==> config.mk <==
export PLATFORM = sky130hd
export DESIGN_NAME = unified_mem_arbiter
export DESIGN_NICKNAME = d
export VERILOG_FILES = /design/src/rtl/unified_mem_arbiter.sv
export SDC_FILE = /design/constraint.sdc
export NUM_CORES = 1
export LEC_CHECK = 0
export ABC_CLOCK_PERIOD_IN_PS = 1230
export CAP_MARGIN = 0
export CORE_MARGIN = 2
export CORE_UTILIZATION = 30
export CTS_CLUSTER_DIAMETER = 80
export DETAILED_ROUTE_END_ITERATION = 8
export PLACE_DENSITY = 0.76
export SLEW_MARGIN = 20
export SYNTH_ARGS = -nofsm -noshare
export SYNTH_HDL_FRONTEND = slang
export SYNTH_SLANG_ARGS = --single-unit
export TNS_END_PERCENT = 20
==> constraint.sdc <==
create_clock -name clk -period 1.23 [get_ports clk]
set_input_delay 0.246 -clock clk [delete_from_list [all_inputs] [get_ports clk]]
set_output_delay 0.246 -clock clk [all_outputs]
set_load 0.005 [all_outputs]
==> src/rtl/unified_mem_arbiter.sv <==
// rtl/unified_mem_arbiter.sv - shares one memory port between fetch and memory stages.
// Optional busy timeout: UNIFIED_MEM_ARB_TIMEOUT_EN.
module unified_mem_arbiter #(
  parameter int ADDR_W      = 32,
  parameter int DATA_W      = 32,
  parameter int STARVE_MAX  = 4,
  parameter int TIMEOUT_CYC = 64
) (
  input  logic              clk,
  input  logic              rst,
  input  logic              if_req,
  input  logic [ADDR_W-1:0] if_addr,
  output logic [DATA_W-1:0] if_rdata,
  output logic              if_valid,
  input  logic              dm_req,
  input  logic              dm_we,
  input  logic [ADDR_W-1:0] dm_addr,
  input  logic [DATA_W-1:0] dm_wdata,
  output logic [DATA_W-1:0] dm_rdata,
  output logic              dm_valid,
  output logic              mem_req,
  output logic              mem_we,
  output logic [ADDR_W-1:0] mem_addr,
  output logic [DATA_W-1:0] mem_wdata,
  input  logic [DATA_W-1:0] mem_rdata,
  input  logic              mem_ready,
  output logic              stall_f,
  output logic              stall_m,
  output logic              err
);

  typedef enum logic [1:0] {IDLE, IF_BUSY, DM_BUSY} state_e;

  localparam logic [3:0] STARVE_LIM = 4'(STARVE_MAX);

  state_e            state_q, state_d;
  logic [3:0]        starve_q, starve_d;
  logic              mem_req_q, mem_we_q;
  logic [ADDR_W-1:0] addr_q;
  logic [DATA_W-1:0] wdata_q;
  logic              busy, abort, done;
  logic [DATA_W-1:0] rdata_src;

  assign busy = (state_q != IDLE);

`ifdef UNIFIED_MEM_ARB_TIMEOUT_EN
  logic [7:0] busy_cnt_q;

  always_ff @(posedge clk or negedge rst) begin
    if (!rst) begin
      busy_cnt_q <= 8'd0;
    end else if (!busy) begin
      busy_cnt_q <= 8'd0;
    end else if (!mem_ready) begin
      busy_cnt_q <= busy_cnt_q + 8'd1;
    end
  end

  assign abort = busy && !mem_ready && (busy_cnt_q == 8'(TIMEOUT_CYC));
`else
  logic [7:0] unused_timeout_cyc;
  assign unused_timeout_cyc = 8'(TIMEOUT_CYC);
  assign abort = 1'b0;
`endif

  assign done = busy && (mem_ready || abort);

  // Data wins the port unless the fetch has already waited out STARVE_MAX data grants.
  always_comb begin
    state_d  = state_q;
    starve_d = starve_q;
    case (state_q)
      IDLE: begin
        if (dm_req && (starve_q < STARVE_LIM)) state_d = DM_BUSY;
        else if (if_req)                       state_d = IF_BUSY;
        else if (dm_req)                       state_d = DM_BUSY;
        if (!if_req || (state_d == IF_BUSY))                  starve_d = 4'd0;
        else if ((state_d == DM_BUSY) && (starve_q != 4'hF)) starve_d = starve_q + 4'd1;
      end
      default: if (done) state_d = IDLE;
    endcase
  end

  always_ff @(posedge clk or negedge rst) begin
    if (!rst) begin
      state_q   <= IDLE;
      starve_q  <= 4'd0;
      mem_req_q <= 1'b0;
      mem_we_q  <= 1'b0;
      addr_q    <= '0;
      wdata_q   <= '0;
    end else begin
      state_q   <= state_d;
      starve_q  <= starve_d;
      mem_req_q <= (state_d != IDLE);
      if ((state_q == IDLE) && (state_d == DM_BUSY)) begin
        addr_q   <= dm_addr;
        mem_we_q <= dm_we;
        wdata_q  <= dm_wdata;
      end else if ((state_q == IDLE) && (state_d == IF_BUSY)) begin
        addr_q   <= if_addr;
        mem_we_q <= 1'b0;
        wdata_q  <= '0;
      end else if (done) begin
        mem_we_q <= 1'b0;
      end
    end
  end

  assign mem_req   = mem_req_q;
  assign mem_we    = mem_we_q;
  assign mem_addr  = addr_q;
  assign mem_wdata = wdata_q;

  // A requester that dropped its request mid-access gets no strobe.
  assign rdata_src = abort ? DATA_W'(32'hDEADBEEF) : mem_rdata;
  assign if_valid  = (state_q == IF_BUSY) && done && if_req;
  assign dm_valid  = (state_q == DM_BUSY) && done && dm_req;
  assign if_rdata  = if_valid ? rdata_src : '0;
  assign dm_rdata  = dm_valid ? rdata_src : '0;
  assign stall_f   = if_req && !if_valid;
  assign stall_m   = dm_req && !dm_valid;
  assign err       = abort;

endmodule

# After elaboration in Yosys (flattened, before gate mapping)
# Index checks and enable logic that the tools add are counted.
# totals
register_bits	72
output_inout_bits	135
word_cells	54
inputBits	134
# classes
n_mux	17
n_lt_le_gt_ge	1
reduce_logical	22
n_eq_ne	7
n_addsub	1
# ops
op	n
$mux W32	6
$mux W2	6
$logic_and A1 B1 Y1	11
$mux W4	2
$reduce_bool A2 Y1	4
$eq A2 B1 Y1 const B	3
$eq A2 B2 Y1 const B	3
$add A4 B1 Y4 const B	1
$lt A4 B3 Y1 const B	1
$ne A4 B4 Y1 const B	1
$logic_not A1 Y1	3
$mux W1	3
$reduce_bool A3 Y1	1
$logic_not A2 Y1	1
$reduce_and A2 Y1	1
$logic_or A1 B1 Y1	1

# Longest topological paths before layout
# Gate-level depths: netlist (run 1).
# logic_depth
depth_word	9
mapped_depth	5
ltp_nobuf	3

# Worst setup path after synthesis (run 1)
# OpenSTA, ideal clock, no wires.
# synth_path
path_type	register to register
start	reg state_q[1]
end	reg addr_q[25], in the netlist mem_addr[25]
t_arrival_ps	1189
path_buffers	2
stages_incl_launch_ff	6
path_slack_ps	-95
path_cell_list	dfrtp_1 -> or2_1 -> buf_2 -> buf_2 -> o21ai_0 -> o211ai_1
# synth_via
elab_chain_len	8
elab_cells_between_ends	15
classes_between	2 x eq/ne; 7 x mux; 6 x reduce/logical
# synth_lines
item	line	text
start: declaration	36	state_e state_q, state_d;
start signal: assignment	93	state_q <= state_d;
$mux W2	76	else if (dm_req) state_d = DM_BUSY;
$mux W2	75	else if (if_req) state_d = IF_BUSY;
$mux W2	74	if (dm_req && (starve_q < STARVE_LIM)) state_d = DM_BUSY;
$mux W2 (2 in series)	72	case (state_q)
$eq A2 B2 Y1 or $eq A2 B1 Y1 (tied branches)	96, 100	
$logic_and A1 B1 Y1, on equally long branches	96, 100	
$mux W32 or $reduce_bool A2 Y1 (tied branches)	n/a	
end signal: assignment	97	addr_q <= dm_addr;
end signal: assignment	101	addr_q <= if_addr;
end: declaration	39	logic [ADDR_W-1:0] addr_q;
# Parallel ways exist; a longest one is shown, timed or not. The select of a mux whose other input is x is not followed.
# A chain may end at the register's enable or synchronous reset.

# Final worst setup path (run 1)
# layout_path
start	reg state_q[0]
end	out dm_rdata[12]
# layout_via
elab_chain_len	5
elab_cells_between_ends	6
classes_between	1 x eq/ne; 1 x mux; 4 x reduce/logical
# layout_lines
item	line	text
$reduce_bool A2 Y1	44	assign busy = (state_q != IDLE);
$logic_and A1 B1 Y1	66	assign done = busy && (mem_ready || abort);
$logic_and A1 B1 Y1 (*) (2 in series)	118	assign dm_valid = (state_q == DM_BUSY) && done && dm_req;
$mux W32 (*)	120	assign dm_rdata = dm_valid ? rdata_src : '0;
end: declaration	19	output logic [DATA_W-1:0] dm_rdata,
# Mark *: on every way between the ends. The rest lies on a longest branch, timed or not.

==> key figures, run 1 <==
Setup path
  – Max stage delay on crit path: 0.43 ns
  – Buf/Inv on CP: 5
  – WP data arrival: 1.71 ns
  – Critical Path, Cell by Cell: buf_6, inv_4, and4_4, buf_12, clkbuf_16, and2_1, clkbuf_2
  – Critical path startpoint category: flip-flop
  – Req. time, crit path: slightly below 1 ns
  – Worst path top cell family by delay: buffers and inverters
  – Critical path class: flip-flop to output pin
  – Worst r2r src: state_q[1]$_DFF_PN0_
  – Critical path origin: state_q[0]$_DFF_PN0_
  – CP Max Fanout: 7
  – CP max-delay cell: dfrtp_1
  – Crit end category: output pin

Synthesis
  – Number of synthesized register bits: 72
  – Top cells by area, synth: dfrtp_1, and2_1, a22o_1
  – Syn_nets: just over 500
  – Compound-Gate Fraction of Synth Area: 0.282
  – Netlist cell types: 27
  – Syn Area/Cell: ~10 um^2
  – Share of synthesized cell area in full adder, half adder and majority cells: 0.00341
  – Sequential element share of the synthesized area: 0.490
  – Yosys warns: 0
  – Synth top area share: 0.490
  – Syn Inst Count: 370
  – Main combinational cell family by area after synthesis: compound AO/OA/AOI/OAI gates
  – Mapped Area: roughly 3700 um^2
  – Synth Area in XOR/XNOR: 0
  – Post-synthesis mux area share: 0
  – Largest area contributor in the netlist: dfrtp_1
  – Synth Area in Simple Gates: 0.136

Cells and area
  – Commonest cells after routing, fill and taps aside: clkdlybuf4s50_1, dfrtp_1, clkdlybuf4s15_1, buf_6, and2_4
  – Multi-input gate area: between 1500 and 2000 um^2
  – Fin util: 0.610
  – Most common cell after layout, fill and taps aside: clkdlybuf4s50_1
  – Final net count: slightly below 800
  – Share of layout cells above drive strength 1: 0.275
  – Filler cells: about 950
  – Area grow syn2layout: 98.7%
  – FF/Latch Area: between 1500 and 2000 um^2

Global routing
  – Gr usage total: 0.201
  – Initial antenna violation count: 1
  – Global-route wire length before repair: around 21000 um
  – Vias in the first global route: between 4000 and 5000
  – Total global routing overflow: 0
  – Largest net degree at the start of global routing: 73

Detailed routing
  – Wire length on met2: about 8000 um
  – WL/cell: ~19 um
  – Vias: between 4000 and 5000
  – Max Used Layer: met4
  – Pre-antenna DRT Iters: 5
  – Routed vias/inst: roughly 5.2
  – DRC errors left: 0
  – Metal3 WL: 960 um
  – ANT nets after route: 0
  – Met1 WL: 5520 um
  – Post-Route WL: 15000 um
  – DR iter-0 viols: between 200 and 300

Pwr
  – PD cells: 1460 nW/um^2
  – IR drop worst, VDD: approximately 900 uV
  – P_leak: 3.31 nW
  – P_int: roughly 7.4 mW
  – Final Power: 10.6 mW
  – Net Sw Power: ~3.2 mW
  – Sw frac: 0.302
  – Clock network power share: 0.258
  – Seq pwr share: 0.347
  – Power share of the combinational group: 0.395

STA
  – RSZ-0062 raised after global routing: true
  – Tcrit/Tclk final: 1.59
  – Fin crit period: approximately 2 ns
  – Final setup violation count: 140
  – Fmax: about 0.51 GHz
  – Hold Violations, Final: 0
  – Setup TNS: -59.30 ns
  – Slack of the critical path: -0.724 ns
  – Fin Clk Skew: around 0.0092 ns
  – Final Max Slew Viols: 0

Die
  – Number of core rows: 40
  – Die area: between 10000 and 15000 um^2
  – Chip width: 115 um
  – CORE AREA: 12000 um^2
  – Die Height: between 100 and 150 um
  – Initial core utilization: 0.307
  – Io pins: between 200 and 300

Clocking
  – CTS clk-pin slew, worst paths: around 0.050 ns
  – CTS tree: done
  – Worst skew pair latency: roughly 0.33 ns
  – Clock Sinks: between 70 and 80
  – Number of H-tree levels: 3
  – CTS root buf: clkbuf_16
  – TritonCTS Buffers: 9
  – Clk buf depth: 2

Placed design
  – Detailed Place HPWL: ~10000 um
  – Placer Congestion: ~0.74
  – I/O Buffers: around 270

Run status
  – Status: finished, violations left
  – Violated checks: setup timing

Min path
  – Hold Path Class: input port to flip-flop
  – Hold Path Origin: mem_ready

Flow run
  – Max-cap violations: 0
-- power by group through the flow --
| stage | Clock [mW] | Combinational (mW) | Sequential [mW] |
|---|---|---|---|
| 2_1_floorplan | 0 | 1.45 | 3.70 |
| 3_3_place_gp | 0 | 4.26 | 3.66 |
| 3_5_place_dp | 0 | 4.36 | 3.68 |
| 4_1_cts | 2.80 | 3.95 | 3.67 |
| 5_1_grt | 2.89 | 4.50 | 3.77 |
| 6_report | 2.74 | 4.21 | 3.69 |
-- Yosys cell counts (all sizes together) --
cell type	number
nor2	2
nor3	2
nand4bb	1
nand3	1
conb	1
a32o	1
o21ai	38
and4	1
a21o	1
ha	1
dfrtp	72
a21boi	1
buf	24
a31oi	2
inv	36
nand2	6
clkbuf	15
o2111ai	32
and3	1
o211ai	33
or2	2
and2	65
a22o	32
-- kinds of logic (layout without fill, tap and decap cells) --
family	Yosys count	count (layout)
buffers and inverters	75	357
other	1	2
AO/OA/AOI/OAI	140	140
AND/OR/NAND/NOR	81	81
flip-flops	72	72
adder cells (fa/ha/maj)	1	1
-- stage by stage --
step | cell area (um^2) | std cells | hold slack, ns | worst slack, ns
floorplan | 3750 | 370 | -0.0496 | -0.0304
global placement | 6650 | 769 | 0.289 | -0.899
detailed placement | 6650 | 769 | 0.291 | -0.908
CTS | 6990 | 786 | 0.479 | -0.933
global route | 7300 | 800 | 0.379 | -0.777
finish | 7300 | 800 | 0.350 | -0.724
-- worst paths after layout --
kind	to	slack, ns	cells after the start
worst min-delay path	state_q[0]$_DFF_PN0_	0.35	3
worst min register to register	mem_wdata[20]$_DFFE_PN0P_	0.50	1
max in group asynchronous	state_q[0]$_DFF_PN0_	0.44	3
min in group asynchronous	mem_wdata[7]$_DFFE_PN0P_	0.47	3
worst max-delay path	dm_rdata[12]	-0.72	7
worst max register to register	mem_wdata[23]$_DFFE_PN0P_	-0.24	6
-- worst min-delay path, stage by stage --
cell and delay (ns):
dlymetal6s2s_1 0.14, buf_4 0.17, o21ai_0 0.07
-- cell type report --
cell class / count / area share
Antenna cell: 1 / 0.000343
Timing Repair Buffer: 305 / 0.430
Clock buffer: 10 / 0.0314
Inverter: 36 / 0.0189
Clock inverter: 6 / 0.0115
Multi-Input combinational cell: 223 / 0.236
Tap cell: 147 / 0.0252
Sequential cell: 72 / 0.247
-- flip-flops by register name, summed over array words and instances (netlist names) --
signal,cells
mem_addr,32
mem_req,1
mem_wdata,32
mem_we,1
starve_q,4
state_q,2
-- per-layer routing --
layer / global-route usage / vias up
met5: 0 / -
met4: 0.0870 / 0
met3: 0.0535 / 43
met2: 0.364 / 220
met1: 0.220 / 2048
li1: - / 1888
-- repair_timing --
item | 4_1_cts | 5_1_grt
hold endpoints to repair | 72 | 0
gates cloned | 0 | 6
buffers inserted | 0 | 7
endpoints found under the setup margin | 206 | 160
resized for setup | 215 | 249
pin swaps | 0 | 28
hold buffers | 1 | 0
No activity file was read; power rests on OpenSTA's default activity.
==> run 2: changes to the inputs <==
--- a/config.mk
+++ b/config.mk
@@ -11,7 +11,9 @@
 export CORE_UTILIZATION = 30
 export CTS_CLUSTER_DIAMETER = 80
 export DETAILED_ROUTE_END_ITERATION = 8
+export GPL_ROUTABILITY_DRIVEN = 0
 export PLACE_DENSITY = 0.76
+export REMOVE_ABC_BUFFERS = 1
 export SLEW_MARGIN = 20
 export SYNTH_ARGS = -nofsm -noshare
 export SYNTH_HDL_FRONTEND = slang
==> key figures, run 2 (synthesized netlist as in run 1, its figures left out) <==
Die
  – CORE AREA: between 10000 and 15000 um^2
  – Io pins: between 200 and 300
  – Initial core utilization: 0.307
  – Die Height: 115 um
  – Die area: 13100 um^2
  – Number of core rows: 40
  – Chip width: roughly 110 um

Detailed routing
  – WL/cell: 18.3 um
  – DR iter-0 viols: roughly 280
  – Pre-antenna DRT Iters: 5
  – Post-Route WL: ~15000 um
  – DRC errors left: 0
  – Routed vias/inst: between 5 and 6
  – ANT nets after route: 0
  – Vias: a little over 4000

Setup path
  – Crit end category: output pin
  – WP data arrival: between 1.5 and 2 ns
  – Req. time, crit path: about 0.98 ns
  – Critical path startpoint category: flip-flop
  – Critical path class: flip-flop to output pin
  – CP Max Fanout: 7

Clocking
  – Clk buf depth: 2
  – Number of H-tree levels: 3
  – Clock Sinks: slightly above 70
  – Worst skew pair latency: approximately 0.32 ns
  – TritonCTS Buffers: 9
  – CTS clk-pin slew, worst paths: about 0.060 ns
  – CTS tree: done
  – CTS root buf: clkbuf_16

Placed design
  – Detailed Place HPWL: 10100 um
  – I/O Buffers: ~270

Global routing
  – Gr usage total: 0.215
  – Total global routing overflow: 0
  – Global-route wire length before repair: roughly 22000 um
  – Vias in the first global route: just over 4000
  – Initial antenna violation count: 0
  – Largest net degree at the start of global routing: 38

Pwr
  – P_leak: roughly 3.3 nW
  – PD cells: approximately 1500 nW/um^2
  – IR drop worst, VDD: approximately 800 uV
  – Final Power: between 10 and 15 mW

STA
  – Tcrit/Tclk final: 1.57
  – Final Max Slew Viols: 0
  – Hold Violations, Final: 0
  – Setup TNS: -61.87 ns
  – Slack of the critical path: -0.705 ns
  – Fin Clk Skew: ~0.012 ns
  – Worst Max-Slew Pin Slew: around 0.83 ns
  – RSZ-0062 raised after global routing: true
  – Final setup violation count: between 100 and 150
  – Fin crit period: between 1.5 and 2 ns
  – Slew HR: 0.445
  – Fmax: 0.517 GHz

Cells and area
  – # diodes: 0
  – Most common cell after layout, fill and taps aside: clkdlybuf4s50_1
  – Final net count: between 700 and 800
  – Area grow syn2layout: 96.9%
  – Commonest cells after routing, fill and taps aside: clkdlybuf4s50_1, dfrtp_1, clkdlybuf4s15_1, and2_1, buf_2
  – Share of layout cells above drive strength 1: 0.250

Run status
  – Violated checks: setup timing
  – Status: finished, violations left

Min path
  – Hold Path Class: input port to asynchronous set/reset pin

Flow run
  – Max-cap violations: 0
run 2: critical path: stages (launching register included):
cell     delay (ns)
dfrtp_1        0.43
buf_6          0.14
nor3_4         0.19
buf_6          0.17
buf_16         0.13
buf_6          0.10
and2_4         0.13
buf_6          0.08
run 2: final timing paths:
path,from,to,slack (ns),cells after the start
worst min-delay path,rst,mem_wdata[17]$_DFFE_PN0P_,0.35,2
min in group clk,mem_wdata[19]$_DFFE_PN0P_,mem_wdata[19]$_DFFE_PN0P_,0.49,1
max in group asynchronous,rst,mem_wdata[29]$_DFFE_PN0P_,0.34,3
worst max register to register,state_q[0]$_DFF_PN0_,mem_addr[28]$_DFFE_PN0P_,-0.39,7
worst min register to register,mem_wdata[19]$_DFFE_PN0P_,mem_wdata[19]$_DFFE_PN0P_,0.49,1
worst max-delay path,state_q[1]$_DFF_PN0_,if_rdata[28],-0.70,7
run 2: repair_timing:
action / in CTS / in global routing
resized for setup: 430 / 64
endpoints found under the setup margin: 206 / 172
pin swaps: 51 / 25
hold endpoints to repair: 16 / 0
hold buffers: 1 / 0
gates cloned: 5 / 0
buffers inserted: 15 / 1
run 2: layer usage:
| layer | track usage | share of wire |
|---|---|---|
| met1 | 0.284 | 0.42 |
| met2 | 0.353 | 0.49 |
| met3 | 0.0482 | 0.068 |
| met4 | 0.0602 | 0.015 |
| met5 | 0 | 0 |
run 2: final cells by class:
type                    count  area (um^2)
flip-flops and latches     72         1800
fillers                   987         4730
inverters                  36          135
clock inverters             6          116
clock buffers              10          229
multi-input cells         223         1680
well taps                 147          184
repair buffers            312         3080
run 2: report_power, final:
| part | leakage (nW) | switching (mW) | internal (mW) |
|---|---|---|---|
| Combinational | 2.22 | 1.75 | 2.48 |
| Sequential | 0.907 | 0.485 | 3.19 |
| Clock | 0.167 | 0.983 | 2.00 |
run 2: through the flow:
stage	hold WS [ns]	cell area [um^2]	util	worst slack, ns	std cells
2_1_floorplan	-0.0496	3490	-	-2.00	331
3_3_place_gp	0.143	6660	0.557	-1.01	771
3_5_place_dp	0.143	6660	0.557	-1.10	771
4_1_cts	0.339	7140	0.597	-0.684	808
5_1_grt	0.371	7230	0.605	-0.787	806
6_report	0.354	7230	0.605	-0.705	806
==> run 3: changes to the inputs <==
--- a/config.mk
+++ b/config.mk
@@ -14,7 +14,6 @@
 export GPL_ROUTABILITY_DRIVEN = 0
 export PLACE_DENSITY = 0.76
 export REMOVE_ABC_BUFFERS = 1
-export SLEW_MARGIN = 20
 export SYNTH_ARGS = -nofsm -noshare
 export SYNTH_HDL_FRONTEND = slang
 export SYNTH_SLANG_ARGS = --single-unit
==> results of run 3 <==
Final layout, timing and power as in run 2 (identical DEF).
